### src/rtl/mc_pkg.sv
// mc_pkg: shared types and encodings for the multicycle controller.
// Holds the FSM state enum, opcode classes and datapath select codes.
package mc_pkg;

    typedef enum logic [3:0] {
        S_FETCH,
        S_DECODE,
        S_MEMADR,
        S_MEMRD,
        S_MEMWB,
        S_MEMWR,
        S_EXECR,
        S_EXECI,
        S_ALUWB,
        S_BRANCH
    } mc_state_t;

    // IR[31:12] as seen by the controller
    typedef struct packed {
        logic [3:0] cond;
        logic [1:0] op;
        logic [5:0] funct;
        logic [3:0] rn;
        logic [3:0] rd;
    } mc_instr_t;

    localparam logic [1:0] OP_DP  = 2'b00;
    localparam logic [1:0] OP_MEM = 2'b01;
    localparam logic [1:0] OP_BR  = 2'b10;

    localparam logic [1:0] ALU_ADD = 2'b00;
    localparam logic [1:0] ALU_SUB = 2'b01;
    localparam logic [1:0] ALU_AND = 2'b10;
    localparam logic [1:0] ALU_ORR = 2'b11;

    localparam logic [1:0] RES_ALUOUT    = 2'b00;
    localparam logic [1:0] RES_DATA      = 2'b01;
    localparam logic [1:0] RES_ALURESULT = 2'b10;

    localparam logic [1:0] SRCB_RD2  = 2'b00;
    localparam logic [1:0] SRCB_IMM  = 2'b01;
    localparam logic [1:0] SRCB_FOUR = 2'b10;

    // Data-processing cmd field to ALU operation; unknown cmds add.
    function automatic logic [1:0] alu_decode(input logic [3:0] cmd);
        case (cmd)
            4'b0100: alu_decode = ALU_ADD;
            4'b0010: alu_decode = ALU_SUB;
            4'b0000: alu_decode = ALU_AND;
            4'b1100: alu_decode = ALU_ORR;
            default: alu_decode = ALU_ADD;
        endcase
    endfunction

endpackage

### src/rtl/mc_condcheck.sv
// mc_condcheck: ARM condition-code evaluation against a stored NZCV.
// Purely combinational; code 1111 never executes.
module mc_condcheck (
    input  logic [3:0] cond,
    input  logic [3:0] flags,
    output logic       cond_ex
);

    logic n, z, c, v;
    assign {n, z, c, v} = flags;

    // Standard ARM condition table
    always_comb begin
        cond_ex = 1'b0;
        case (cond)
            4'b0000: cond_ex = z;
            4'b0001: cond_ex = ~z;
            4'b0010: cond_ex = c;
            4'b0011: cond_ex = ~c;
            4'b0100: cond_ex = n;
            4'b0101: cond_ex = ~n;
            4'b0110: cond_ex = v;
            4'b0111: cond_ex = ~v;
            4'b1000: cond_ex = c & ~z;
            4'b1001: cond_ex = ~c | z;
            4'b1010: cond_ex = ~(n ^ v);
            4'b1011: cond_ex = n ^ v;
            4'b1100: cond_ex = ~z & ~(n ^ v);
            4'b1101: cond_ex = z | (n ^ v);
            4'b1110: cond_ex = 1'b1;
            default: cond_ex = 1'b0;
        endcase
    end

endmodule

### src/rtl/mc_controller.sv
// mc_controller: multicycle FSM sequencer for the ARMv4-subset datapath.
// Optional MC_CTRL_MEMWAIT_EN stalls FETCH/MEMRD/MEMWR on mem_ready.
module mc_controller
    import mc_pkg::*;
(
    input  logic        clk,
    input  logic        reset,
    input  logic [19:0] instr,
    input  logic [3:0]  alu_flags,
    input  logic        mem_ready,
    output logic        pc_write,
    output logic        adr_src,
    output logic        mem_write,
    output logic        ir_write,
    output logic        reg_write,
    output logic [1:0]  result_src,
    output logic        alu_src_a,
    output logic [1:0]  alu_src_b,
    output logic [1:0]  imm_src,
    output logic [1:0]  reg_src,
    output logic [1:0]  alu_control
);

    mc_instr_t ir;
    assign ir = instr;

    logic mem_rdy;
`ifdef MC_CTRL_MEMWAIT_EN
    assign mem_rdy = mem_ready;
    logic unused_ok;
    assign unused_ok = ^ir.rn;
`else
    assign mem_rdy = 1'b1;
    logic unused_ok;
    assign unused_ok = ^{mem_ready, ir.rn};
`endif

    mc_state_t  state_q, state_d;
    logic [3:0] flags_q, flags_d;
    logic       cond_ex_q, cond_ex_d;
    logic       cond_ex;

    logic irw, fetch_pc, regw, memw, branch, alu_op;

    mc_condcheck u_cond (
        .cond    (ir.cond),
        .flags   (flags_q),
        .cond_ex (cond_ex)
    );

    // State, flags and latched condition; reset restarts at FETCH
    always_ff @(posedge clk or posedge reset) begin
        if (reset) begin
            state_q   <= S_FETCH;
            flags_q   <= 4'b0000;
            cond_ex_q <= 1'b0;
        end else begin
            state_q   <= state_d;
            flags_q   <= flags_d;
            cond_ex_q <= cond_ex_d;
        end
    end

    // Next-state and raw per-state controls
    always_comb begin
        state_d    = state_q;
        adr_src    = 1'b0;
        irw        = 1'b0;
        fetch_pc   = 1'b0;
        regw       = 1'b0;
        memw       = 1'b0;
        branch     = 1'b0;
        alu_op     = 1'b0;
        result_src = RES_ALUOUT;
        alu_src_a  = 1'b0;
        alu_src_b  = SRCB_RD2;
        case (state_q)
            S_FETCH: begin
                alu_src_a  = 1'b1;
                alu_src_b  = SRCB_FOUR;
                result_src = RES_ALURESULT;
                if (mem_rdy) begin
                    irw      = 1'b1;
                    fetch_pc = 1'b1;
                    state_d  = S_DECODE;
                end
            end
            S_DECODE: begin
                alu_src_a  = 1'b1;
                alu_src_b  = SRCB_FOUR;
                result_src = RES_ALURESULT;
                case (ir.op)
                    OP_MEM:  state_d = S_MEMADR;
                    OP_DP:   state_d = ir.funct[5] ? S_EXECI : S_EXECR;
                    OP_BR:   state_d = S_BRANCH;
                    default: state_d = S_FETCH;
                endcase
            end
            S_MEMADR: begin
                alu_src_b = SRCB_IMM;
                state_d   = ir.funct[0] ? S_MEMRD : S_MEMWR;
            end
            S_MEMRD: begin
                adr_src = 1'b1;
                if (mem_rdy) state_d = S_MEMWB;
            end
            S_MEMWB: begin
                result_src = RES_DATA;
                regw       = 1'b1;
                state_d    = S_FETCH;
            end
            S_MEMWR: begin
                adr_src = 1'b1;
                memw    = 1'b1;
                if (mem_rdy) state_d = S_FETCH;
            end
            S_EXECR: begin
                alu_src_b = SRCB_RD2;
                alu_op    = 1'b1;
                state_d   = S_ALUWB;
            end
            S_EXECI: begin
                alu_src_b = SRCB_IMM;
                alu_op    = 1'b1;
                state_d   = S_ALUWB;
            end
            S_ALUWB: begin
                result_src = RES_ALUOUT;
                regw       = 1'b1;
                state_d    = S_FETCH;
            end
            S_BRANCH: begin
                alu_src_b  = SRCB_IMM;
                result_src = RES_ALURESULT;
                branch     = 1'b1;
                state_d    = S_FETCH;
            end
            default: state_d = S_FETCH;
        endcase
    end

    // ALU op, flag update and condition latch
    always_comb begin
        alu_control = alu_op ? alu_decode(ir.funct[4:1]) : ALU_ADD;
        flags_d     = flags_q;
        cond_ex_d   = cond_ex_q;
        if (alu_op && ir.funct[0] && cond_ex) begin
            flags_d[3:2] = alu_flags[3:2];
            if (alu_control == ALU_ADD || alu_control == ALU_SUB)
                flags_d[1:0] = alu_flags[1:0];
        end
        if (state_q == S_DECODE || state_q == S_EXECR ||
            state_q == S_EXECI || state_q == S_MEMADR)
            cond_ex_d = cond_ex;
    end

    assign imm_src = ir.op;
    assign reg_src = {ir.op == OP_MEM, ir.op == OP_BR};

    assign ir_write  = ~reset & irw;
    assign reg_write = ~reset & regw & cond_ex_q;
    assign mem_write = ~reset & memw & cond_ex_q;
    assign pc_write  = ~reset & (fetch_pc |
                       ((branch | (regw & (ir.rd == 4'hF))) & cond_ex_q));

endmodule
### config.mk
export PLATFORM = sky130hd
export DESIGN_NAME = mc_controller
export DESIGN_NICKNAME = d
export VERILOG_FILES = /design/src/rtl/mc_pkg.sv /design/src/rtl/mc_condcheck.sv /design/src/rtl/mc_controller.sv
export SDC_FILE = /design/constraint.sdc
export NUM_CORES = 1
export LEC_CHECK = 0
export BUFFER_PORTS_ARGS = -buffer_cell sky130_fd_sc_hd__buf_2
export CAP_MARGIN = 20
export CORE_ASPECT_RATIO = 0.8
export CORE_UTILIZATION = 44
export DETAILED_ROUTE_END_ITERATION = 8
export HOLD_SLACK_MARGIN = 0.06
export PLACE_DENSITY = 0.84
export SLEW_MARGIN = 10
export SYNTH_ARGS = -nofsm -noshare
export SYNTH_HDL_FRONTEND = slang
export SYNTH_SLANG_ARGS = --single-unit
### constraint.sdc
create_clock -name clk -period 1.95 [get_ports clk]
set_input_delay 0.0975 -clock clk [delete_from_list [all_inputs] [get_ports clk]]
set_output_delay 0.0975 -clock clk [all_outputs]
set_load 0.1 [all_outputs]
==> metrics.cfg <==
[run_status]
status = complete, no violations

[route]
postRouteAntennaNets = 0
first_pass_iters = 4
vias = 910
wl_per_cell_um = 13.8
drtIter0Drc = 20
drt_wl_total_mm = 2.28
route.detailed.drc = 0
via_per_inst = 5.48

[floorplan]
start_util = 0.490
die_w_um = 50.5
ios = 43
dieArea_um2 = 2060
core-area_um2 = 1690
rows = 13
die_h_um = 40.8

[timing]
drv_slew = 0
fmax_mhz = 545
tns_ns = 0
setup_viol = 0
min_period_ns = 1.83
hold_violations = 0
slew_headroom = 0.678
fin_crit_sh = 0.941
tightest_slew_ns = 0.486
finClkSkew_ns = 0.00440
holdWs_ns = 0.142
rsz0062_at_grt = no

[place]
routabilityCongestion = 0.777
port_buffers = 37
place_hpwl_mm = 1.80

[final_layout]
area_growth_pct = 50.5
nFillCells = 129
nNetsFinal = 172
insertedDiodeCount = 0
drive_above_1_share = 0.410

[yosys]
synthArstFlopShare = 1.00
synth_seq_area_share = 0.271
ys_ff_latch = 9
avgSynthCellArea_um2 = 7.83
synth_warnings = 0
synth_edf_count = 0
ys.flop_type = dfrtp_1
syn-num-nets = 133
synth_cell_type_count = 36
syn-cell-area_um2 = 830
syn_inst = 106

[setup_path]
path_class = flip-flop to flip-flop
cp.arrival_ns = 1.99
cp-start-kind = flip-flop
path_max_fanout = 6
reg2regPathDepth = 5
required_ns = 2.10
cp-end-kind = flip-flop

[global_routing]
antenna_found_initial = 0
grt_pass1_vias = 776
grt_pass1_wl_mm = 3.47
grt_max_degree = 13
grt.total_usage = 0.243
overflow = 0

[cts]
cts_setup_buffers = 0
cts_sinks = 9
clk_latency_ns = 0.27
cts_tree = done
cts_max_level = 1
cts_max_path_buffers = 2
path_clk_slew_ns = 0.06
root_buffer = clkbuf_4
numCtsBuffers = 3

[power_and_ir_drop]
peakVddDrop_uv = 1650
powerDensity_nw_per_um2 = 1720
leakagePower_nw = 0.569

[hold_path]
whs_path_depth = 3
hold_class = input pin to flip-flop

[job]
cap_violations = 0

==> cells in the final DEF, fill, tap and decap left out, types with 2 or more instances in the layout <==
| master | synthesis | final |
|---|---|---|
| a21oi_1 | 6 | 6 |
| a31oi_1 | 3 | 3 |
| a41o_1 | 2 | 2 |
| and3_1 | 2 | 2 |
| buf_12 | 0 | 6 |
| buf_2 | 0 | 30 |
| buf_4 | 4 | 3 |
| clkbuf_4 | 0 | 4 |
| dfrtp_1 | 9 | 9 |
| dlygate4sd3_1 | 0 | 5 |
| inv_1 | 2 | 2 |
| mux2_1 | 4 | 4 |
| mux2i_1 | 2 | 2 |
| nand2_1 | 6 | 6 |
| nand2b_1 | 5 | 5 |
| nand3_1 | 4 | 4 |
| nor2_1 | 11 | 9 |
| nor2_2 | 0 | 2 |
| nor2b_1 | 3 | 3 |
| nor3_4 | 0 | 2 |
| nor3b_1 | 3 | 3 |
| o21ai_0 | 6 | 6 |
| or3_1 | 4 | 4 |
==> power breakdown <==
group | internal, W | switching (W) | leakage (nW)
Sequential | 0.000253 | 0.000106 | 0.117
Clock | 0.0000761 | 0.0000755 | 0.0177
Combinational | 0.000462 | 0.00118 | 0.435
Total | 0.000791 | 0.00136 | 0.569
==> layer usage <==
metal  routed length [um]  part of all wire  global-route usage  vias to the layer above
met5                    0                 0                   0                        -
li1                     -                 -                   -                      454
met4                   30             0.013               0.111                        0
met1                  911              0.40               0.275                      431
met3                   81             0.035              0.0593                        4
met2                 1260              0.55               0.453                       21
==> logic make-up after synthesis <==
| family | after synthesis | synth area share |
|---|---|---|
| AO/OA/AOI/OAI | 26 | 0.216 |
| buffers and inverters | 14 | 0.0905 |
| AND/OR/NAND/NOR | 48 | 0.312 |
| flip-flops | 9 | 0.271 |
| XOR/XNOR | 3 | 0.0317 |
| multiplexers | 6 | 0.0784 |
==> critical path, cell delays in order (launching register included) <==
cell	delay, ns
dfrtp_1	0.44
nor3b_1	0.22
a21oi_1	0.06
o32a_2	0.35
a31oi_1	0.29
mux2_1	0.36
==> cell usage after synthesis, types with 2 or more instances <==
| library cell | number | area share |
|---|---|---|
| dfrtp_1 | 9 | 0.27 |
| xnor2_1 | 2 | 0.021 |
| nor2_1 | 11 | 0.050 |
| mux2_1 | 4 | 0.054 |
| a41o_1 | 2 | 0.024 |
| mux2i_1 | 2 | 0.024 |
| nor3_1 | 4 | 0.024 |
| o22ai_1 | 2 | 0.015 |
| or3_1 | 4 | 0.030 |
| buf_4 | 4 | 0.036 |
| inv_1 | 2 | 0.0091 |
| nand2_1 | 6 | 0.027 |
| a211oi_1 | 2 | 0.018 |
| a21oi_1 | 6 | 0.036 |
| nor2b_1 | 3 | 0.023 |
| and3_1 | 2 | 0.015 |
| clkbuf_1 | 6 | 0.027 |
| nand3_1 | 4 | 0.024 |
| a31oi_1 | 3 | 0.023 |
| o21ai_0 | 6 | 0.036 |
| nand2b_1 | 5 | 0.038 |
| nor3b_1 | 3 | 0.027 |
==> final timing paths <==
kind,startpoint,endpoint,slack (ns)
max in group asynchronous,reset,flags_q[2]$_DFFE_PP0P_,1.34
worst min register to register,cond_ex_q$_DFFE_PP0P_,cond_ex_q$_DFFE_PP0P_,0.50
worst min-delay path,instr[13],state_q[0]$_DFF_PP0_,0.14
worst max register to register,flags_q[2]$_DFFE_PP0P_,flags_q[3]$_DFFE_PP0P_,0.12
worst max-delay path,flags_q[2]$_DFFE_PP0P_,flags_q[3]$_DFFE_PP0P_,0.12
min in group asynchronous,reset,flags_q[1]$_DFFE_PP0P_,0.36
==> state kept, by name, indices dropped and copies added, names as in the netlist <==
name and flops:
state_q 4, cond_ex_q 1, flags_q 4
==> repair_timing <==
action                                  CTS  global route
hold buffers                              5             0
endpoints found under the setup margin    0             2
gates resized for setup                   0             2
hold endpoints to repair                 13             0
==> area by class of cell <==
type                    count  area, um2  share of cell area
inverters                   3       11.3             0.00902
clock buffers               3       22.5              0.0180
repair buffers             45        350               0.281
multi-input cells          83        607               0.486
flip-flops and latches      9        225               0.180
well taps                  22       27.5              0.0220
clock inverters             1       5.00             0.00401
==> metrics by stage <==
step / power [W] / utilization / area [um2] / setup WS [ns] / cells
finish: 0.00215 / 0.738 / 1250 / 0.115 / 166
global route: 0.00226 / 0.738 / 1250 / 0.00485 / 166
CTS: 0.00213 / 0.732 / 1240 / 0.0523 / 166
detailed placement: 0.00197 / 0.686 / 1160 / 0.121 / 157
global placement: 0.00193 / 0.686 / 1160 / 0.195 / 157
floorplan: 0.00168 / - / 923 / -0.520 / 106
(Power assumes the default switching activity.)
